--- src/rtl/uart_mem_loader.sv ---
// UART frame loader: header, DEPTH words for memory A, DEPTH words for memory B,
// then an XOR checksum byte. Words are assembled little-endian and written one per strobe.
module uart_mem_loader #(
  parameter int          DEPTH       = 16,
  parameter int          ADDR_W      = 4,
  parameter logic [7:0]  HDR         = 8'hA5,
  parameter int          TIMEOUT_CYC = 100000
) (
  input  logic              clk,
  input  logic              rst,
  input  logic              rx_valid,
  input  logic [7:0]        rx_data,
  output logic              wr_en,
  output logic              wr_sel,
  output logic [ADDR_W-1:0] wr_addr,
  output logic [31:0]       wr_data,
  output logic              busy,
  output logic              load_done,
  output logic              load_err,
  output logic [7:0]        xor_acc
);

  localparam int CNT_W = $clog2(TIMEOUT_CYC + 1);

  localparam logic [1:0] S_IDLE   = 2'd0;
  localparam logic [1:0] S_LOAD_A = 2'd1;
  localparam logic [1:0] S_LOAD_B = 2'd2;
  localparam logic [1:0] S_CHECK  = 2'd3;

  localparam logic [ADDR_W-1:0] LAST_ADDR = ADDR_W'(DEPTH - 1);
  // Fires when the incremented count would reach TIMEOUT_CYC.
  localparam logic [CNT_W-1:0]  TO_LAST   = CNT_W'(TIMEOUT_CYC - 1);

  logic [1:0]        state_q, state_d;
  logic [1:0]        byte_idx_q, byte_idx_d;
  logic [ADDR_W-1:0] addr_q, addr_d;
  logic [23:0]       word_q, word_d;
  logic [CNT_W-1:0]  idle_cnt_q, idle_cnt_d;
  logic              wr_en_q, wr_en_d;
  logic              wr_sel_q, wr_sel_d;
  logic [ADDR_W-1:0] wr_addr_q, wr_addr_d;
  logic [31:0]       wr_data_q, wr_data_d;
  logic              busy_q, busy_d;
  logic              done_q, done_d;
  logic              err_q, err_d;
  logic [7:0]        xor_q, xor_d;

  always_comb begin
    state_d    = state_q;
    byte_idx_d = byte_idx_q;
    addr_d     = addr_q;
    word_d     = word_q;
    idle_cnt_d = idle_cnt_q;
    wr_en_d    = 1'b0;
    wr_sel_d   = wr_sel_q;
    wr_addr_d  = wr_addr_q;
    wr_data_d  = wr_data_q;
    done_d     = done_q;
    err_d      = err_q;
    xor_d      = xor_q;

    case (state_q)
      S_IDLE: begin
        idle_cnt_d = '0;
        if (rx_valid && rx_data == HDR) begin
          state_d    = S_LOAD_A;
          done_d     = 1'b0;
          err_d      = 1'b0;
          xor_d      = '0;
          byte_idx_d = '0;
          addr_d     = '0;
        end
      end

      S_LOAD_A, S_LOAD_B: begin
        if (rx_valid) begin
          idle_cnt_d = '0;
          xor_d      = xor_q ^ rx_data;
          byte_idx_d = byte_idx_q + 2'd1;
          case (byte_idx_q)
            2'd0: word_d[7:0]   = rx_data;
            2'd1: word_d[15:8]  = rx_data;
            2'd2: word_d[23:16] = rx_data;
            default: begin
              wr_en_d   = 1'b1;
              wr_sel_d  = (state_q == S_LOAD_B);
              wr_addr_d = addr_q;
              wr_data_d = {rx_data, word_q};
              if (addr_q == LAST_ADDR) begin
                addr_d  = '0;
                state_d = (state_q == S_LOAD_A) ? S_LOAD_B : S_CHECK;
              end else begin
                addr_d  = addr_q + ADDR_W'(1);
              end
            end
          endcase
        end else if (idle_cnt_q == TO_LAST) begin
          // Partial word is simply dropped; the next header resets the index.
          err_d      = 1'b1;
          state_d    = S_IDLE;
          idle_cnt_d = '0;
        end else begin
          idle_cnt_d = idle_cnt_q + CNT_W'(1);
        end
      end

      default: begin
        if (rx_valid) begin
          if (rx_data == xor_q) done_d = 1'b1;
          else                  err_d  = 1'b1;
          state_d    = S_IDLE;
          idle_cnt_d = '0;
        end else if (idle_cnt_q == TO_LAST) begin
          err_d      = 1'b1;
          state_d    = S_IDLE;
          idle_cnt_d = '0;
        end else begin
          idle_cnt_d = idle_cnt_q + CNT_W'(1);
        end
      end
    endcase

    busy_d = (state_d != S_IDLE);
  end

  always_ff @(posedge clk) begin
    if (rst) begin
      state_q    <= S_IDLE;
      byte_idx_q <= '0;
      addr_q     <= '0;
      word_q     <= '0;
      idle_cnt_q <= '0;
      wr_en_q    <= 1'b0;
      wr_sel_q   <= 1'b0;
      wr_addr_q  <= '0;
      wr_data_q  <= '0;
      busy_q     <= 1'b0;
      done_q     <= 1'b0;
      err_q      <= 1'b0;
      xor_q      <= '0;
    end else begin
      state_q    <= state_d;
      byte_idx_q <= byte_idx_d;
      addr_q     <= addr_d;
      word_q     <= word_d;
      idle_cnt_q <= idle_cnt_d;
      wr_en_q    <= wr_en_d;
      wr_sel_q   <= wr_sel_d;
      wr_addr_q  <= wr_addr_d;
      wr_data_q  <= wr_data_d;
      busy_q     <= busy_d;
      done_q     <= done_d;
      err_q      <= err_d;
      xor_q      <= xor_d;
    end
  end

  assign wr_en     = wr_en_q;
  assign wr_sel    = wr_sel_q;
  assign wr_addr   = wr_addr_q;
  assign wr_data   = wr_data_q;
  assign busy      = busy_q;
  assign load_done = done_q;
  assign load_err  = err_q;
  assign xor_acc   = xor_q;

endmodule
--- config.mk ---
export PLATFORM = sky130hd
export DESIGN_NAME = uart_mem_loader
export DESIGN_NICKNAME = d
export VERILOG_FILES = /design/src/rtl/uart_mem_loader.sv
export SDC_FILE = /design/constraint.sdc
export NUM_CORES = 1
export LEC_CHECK = 0
export ABC_AREA = 1
export BUFFER_PORTS_ARGS = -buffer_cell sky130_fd_sc_hd__buf_2
export CAP_MARGIN = 25
export CORE_MARGIN = 2
export CORE_UTILIZATION = 35
export DETAILED_ROUTE_END_ITERATION = 10
export GPL_ROUTABILITY_DRIVEN = 0
export PLACE_DENSITY = 0.52
export SYNTH_ARGS = -nofsm -noshare
export SYNTH_HDL_FRONTEND = slang
export SYNTH_SLANG_ARGS = --single-unit
--- constraint.sdc ---
create_clock -name clk -period 4.1 [get_ports clk]
set_input_delay 0.205 -clock clk [delete_from_list [all_inputs] [get_ports clk]]
set_output_delay 0.205 -clock clk [all_outputs]
set_load 0.01 [all_outputs]
# [Word-level counts from Yosys, hierarchy flattened]
# Index checks and enable logic that the tools add are counted.
[op_classes] addsub=3 eq_ne=13 mux=29 bitwise_logic=4 reduce_logical=19
[op_table] operator="$reduce_and 3->1" n=6
[op_table] operator="$add 17x1->17 const B" n=1
[op_table] operator="$eq 17x17->1 const B" n=1
[op_table] operator="$mux 2" n=8
[op_table] operator="$mux 4" n=4
[op_table] operator="$mux 8" n=2
[op_table] operator="$pmux 8 s2" n=1
[op_table] operator="$mux 1" n=9
[op_table] operator="$eq 8x8->1" n=1
[op_table] operator="$eq 8x8->1 const B" n=1
[op_table] operator="$ne 2x2->1 const B" n=4
[op_table] operator="$pmux 2 s2" n=2
[op_table] operator="$pmux 4 s2" n=1
[op_table] operator="$reduce_and 4->1" n=2
[op_table] operator="$reduce_bool 2->1" n=4
[op_table] operator="$xor 8x8->8" n=1
[op_table] operator="$reduce_or 3->1" n=2
[op_table] operator="$add 4x1->4 const B" n=1
[op_table] operator="$eq 2x1->1 const B" n=2
[op_table] operator="$eq 2x2->1 const B" n=2
[op_table] operator="$eq 4x4->1 const B" n=1
[op_table] operator="$logic_not 2->1" n=2
[op_table] operator="$pmux 1 s2" n=2
[op_table] operator="$reduce_or 4->1" n=1
[op_table] operator="5 further kinds" n=7
[totals] register_bits=98 input_bits=11 output_inout_bits=49 wordCells=83

# [Depth between registers and ports, before layout]
[depth] word_depth=7 ltp_mapped=11 mapped_depth_nobuf=11

# [Least setup slack after synthesis]
# No wires, ideal clock.
[synth_timing] path_kind="register -> register" startpoint="register state_q[0]" endpoint="register wr_data_q[10] (netlist: wr_data[10])" setup_ns=0.070 t_arrival_ns=1.600 required_time_ns=4.030 path_slack_ns=2.429 path_stages_with_launch=10 n_path_buf=2 period_less_slack_ns=1.671 path_cell_list="dfxtp_1 inv_1 ha_1 nand2_1 inv_1 nand2_1 buf_2 buf_2 nand2_1 a21oi_1"
[synth_between] elab_chain_len=3 elab_cells_between_ends=4 cone_classes="eq/ne (2); reduce/logical (2)"
[synth_lines] item="from (decl)" line_no="34" source="logic [1:0] state_q, state_d;"
[synth_lines] item="from (signal assigned)" line_no="142" source="state_q <= state_d;"
[synth_lines] item="$eq 2x2->1 or $eq 2x1->1 (tied branches)" line_no="62" source="case (state_q)"
[synth_lines] item="$reduce_or 2->1 *" line_no="62"
[synth_lines] item="$reduce_and 3->1 (no source line) *"
[synth_lines] item="to (signal assigned)" line_no="150" source="wr_data_q <= wr_data_d;"
[synth_lines] item="to (decl)" line_no="42" source="logic [31:0] wr_data_q, wr_data_d;"
# Mark *: on every way between the ends. The rest lies on a longest branch, timed or not.
# A chain may end at the register's enable or synchronous reset.

# [Worst setup path after layout]
[layout_timing] startpoint="register state_q[0]" endpoint="register word_q[16]"
[layout_between] elab_chain_len=3 elab_cells_between_ends=4 cone_classes="eq/ne (2); reduce/logical (2)"
[layout_lines] item="$eq 2x2->1 or $eq 2x1->1 (tied branches)" line_no="62"
[layout_lines] item="$reduce_or 2->1 *" line_no="62"
[layout_lines] item="$reduce_and 3->1 (no source line) *"
[layout_lines] item="to (signal assigned)" line_no="145" source="word_q <= word_d;"
[layout_lines] item="to (decl)" line_no="37" source="logic [23:0] word_q, word_d;"
# Marks and branches as above.

==> impl_summary.log <==
INFO  metric ys_seq_area_frac = 0.463
INFO  metric worst_setup_hold_path_clk_slew = 70 ps
INFO  metric drc = 0
INFO  metric regToRegSetupSlack = 1440 ps
INFO  metric die-width = 114 µm
INFO  metric syn_to_final_growth = 15.2%
INFO  metric synth_area = 4240 µm²
INFO  metric route.antenna.remaining_nets = 0
INFO  metric highest_clock_frequency_the_design_can_meet = 377 MHz
INFO  metric routed_len_inst = 13.1 µm
INFO  metric firstDrtPassIters = 4
INFO  metric final_global_route_overflow_total = 0
INFO  metric place_inst = 765
INFO  metric async_flop_share = 0
INFO  metric path_class = flip-flop to flip-flop
INFO  metric synth_area_leaders = dfxtp_1 46%, nand2_1 14%, nand3_1 9.3%
INFO  metric power.density_cell_area = 366 nW/µm²
INFO  metric sw_frac_of_total = 0.223
INFO  metric number_of_cts_inserted_buffers = 9
INFO  metric timing.critical_path.arrival = 2860 ps
INFO  metric cpPeakStageDelay = 630 ps
INFO  metric io_pins = 60
INFO  metric instances_no_fill = 780
INFO  metric initial_core_util = 0.356
INFO  metric path_cells = inv_1 > ha_1 > nand2_1 > clkinv_1 > buf_4 > nand2_1 > nand2_1 > a21oi_1
INFO  metric synth.lib_cells_used.distinct = 29
INFO  metric track_usage = 0.165
INFO  metric timing.final.max_slew_violations = 0
INFO  metric sequential_power_share = 0.534
INFO  metric cp-end-kind = flip-flop
INFO  metric final_layout_net_count = 650
INFO  metric timing.critical_path.slowest_stage_cell = ha_1
INFO  metric numClockSinks = 98
INFO  metric layout_worst_path_cycle_share = 0.648
INFO  metric clock_group_share_of_total_power = 0.439
INFO  metric synth-warning-count = 0
INFO  metric clock_tree_from_tritoncts = built
INFO  metric layout_min_cycle_time = 2660 ps
INFO  metric placeableCoreArea = 11900 µm²
INFO  metric synthesis.nets = 605
INFO  metric worst_path_most_repeated_cell = nand2_1
INFO  metric combPwrFrac = 0.027
INFO  metric relSlewSlack = 0.552
INFO  metric leakage = 1.89 nW
INFO  metric timing.final.setup_violations = 0
INFO  metric worstMarginPinSlew = 672 ps
INFO  metric power_report.internal_total = 1.39 mW
INFO  metric yosys-top-cells-count = 155 x nand2_1, 98 x dfxtp_1, 79 x nand3_1
INFO  metric route.detailed.vias_per_inst = 4.85
INFO  metric post_route_setup_tns = 0 ps
INFO  metric rows = 40
INFO  metric grt_start_max_net_pins = 67
INFO  metric cell_at_the_root_of_the_clock_tree = clkbuf_16
INFO  metric synth.ff_latch_count = 98
INFO  metric first_pass_grt_wire_length = 17.1 mm
INFO  metric drv_cap = 0
INFO  metric critical_path.top_delay_family = buffers and inverters
INFO  metric synth_top_area_share = 0.463
INFO  metric drtIter0Drc = 264
INFO  metric die_area = 13000 µm²
INFO  metric worst_hold_class = input port to flip-flop
INFO  metric insertedDiodeCount = 0
INFO  metric timing.critical_path.required = 4300 ps
INFO  metric detail_route.wirelength = 10.2 mm
INFO  metric post_cts.resized_instances = 0
INFO  metric antenna_found_initial = 0
INFO  metric cts.path.max_buffers = 2
INFO  metric yosys.cell_count.top_type = nand2_1
INFO  metric chipHeight = 114 µm
INFO  metric cts_setup_buffers = 0
INFO  metric worst_setup_path_start_kind = flip-flop
INFO  metric switchingPower = 0.397 mW
INFO  metric synthesis.instances = 584
INFO  metric synthDominantAreaCellType = dfxtp_1
INFO  metric ctsHoldBuffers = 0
INFO  metric post_route_cells_drive_above_1_share = 0.136
INFO  metric rsz0062_at_grt = no
INFO  metric synth-edff-count = 0
INFO  metric status = finished, final reports clean
INFO  metric number_of_buffers_and_inverters_on_the_critical_path = 3
INFO  metric cts_htree_levels = 3
INFO  metric largest_clock_skew_in_the_final_design = 5.72 ps
INFO  metric num_vias = 3785
INFO  metric commonest_register_cell_after_synthesis = dfxtp_1
INFO  metric ir_drop = 0.164 mV
INFO  metric detailedPlacementHpwl = 6.76 mm
INFO  metric timing_hold_violations_final = 0
INFO  metric port_buffers = 59
INFO  metric first_global_vias = 3457
INFO  metric insertion_delay = 350 ps
INFO  metric critical_path_peak_fanout = 66
INFO  metric post_synthesis_mean_instance_area = 7.25 µm²
## stage by stage
step                      hold WS, ps  setup WS, ps  utilization  power [mW]  area (µm²)
final                             228          1440        0.410        1.78        4880
after global routing              246          1160        0.410        1.85        4880
after CTS                         226          1460        0.410        1.81        4880
after detailed placement          443          1440        0.387        1.02        4610
after global placement            431          1570        0.387        1.02        4610
after floorplan                   369          2430            -       0.999        4240
## worst min-delay path, cell delays in order
cell and delay [ps]:
buf_2 170, nand3_1 100, a21oi_1 60
## area by class of cell
type                       instances  area [µm²]
inverter                          37         139
fill                            1264        7030
multi-input combinational        419        1990
timing repair buffer              64         333
tap                              147         184
clock buffer                      11         243
sequential                        98        1960
clock inverter                     4        28.8
## flip-flops by register name (all words and copies together) (netlist names)
name	flops
load_err	1
wr_en	1
byte_idx_q	2
busy	1
wr_data	32
addr_q	4
load_done	1
wr_sel	1
xor_acc	8
state_q	2
idle_cnt_q	17
wr_addr	4
word_q	24
## path summary, 6_finish.rpt
| kind | start | end | cells past startpoint |
|---|---|---|---|
| min reg2reg | idle_cnt_q[0] | idle_cnt_q[0] | 1 |
| max reg2reg | state_q[0] | word_q[16] | 8 |
| min | rx_data[1] | word_q[17] | 3 |
| max | state_q[0] | word_q[16] | 8 |
## cells in the final DEF, fill, tap and decap left out
cell type / count
o21bai_1: 1
a31oi_1: 1
xnor2_1: 3
a21oi_1: 74
and3_1: 1
nand2_2: 1
nor2_1: 61
clkinv_4: 1
nand3_2: 1
nand2_1: 155
ha_1: 10
inv_1: 35
nor4_1: 1
nand4_1: 1
nor3_2: 1
buf_4: 5
buf_2: 59
clkbuf_8: 1
clkbuf_1: 1
xor2_1: 9
nor3_1: 11
clkinv_2: 1
clkinv_1: 1
inv_2: 1
o21ai_0: 4
or2_2: 2
nand3_1: 79
clkbuf_16: 9
nand4_2: 1
clkinvlp_4: 2
a21oi_4: 1
nor3b_1: 1
dfxtp_1: 98
## cells by family (layout without fill, tap and decap cells)
logic type,count (synthesis),after routing,synth area share
XOR/XNOR,12,12,0.0248
buffers and inverters,67,116,0.0673
AND/OR/NAND/NOR,316,316,0.316
adder cells (fa/ha/maj),10,10,0.0295
AO/OA/AOI/OAI,81,81,0.0992
flip-flops,98,98,0.463
## layer usage
metal | vias up | global-route usage | part of all wire | wire length, µm
li1 | 1985 | - | - | -
met1 | 1712 | 0.225 | 0.50 | 5060
met2 | 76 | 0.260 | 0.45 | 4550
met3 | 12 | 0.0319 | 0.040 | 408
met4 | 0 | 0.0634 | 0.019 | 193
met5 | - | 0 | 0 | 0
## power by group through the flow
stage               Combinational [mW]  Clock [mW]  Sequential [mW]
finish                          0.0479       0.784            0.953
global route                    0.0535       0.846            0.952
CTS                             0.0487       0.806            0.953
detailed placement              0.0485           0            0.975
global placement                0.0482           0            0.975
floorplan                       0.0240           0            0.975
Power figures use the tool's default switching activity.
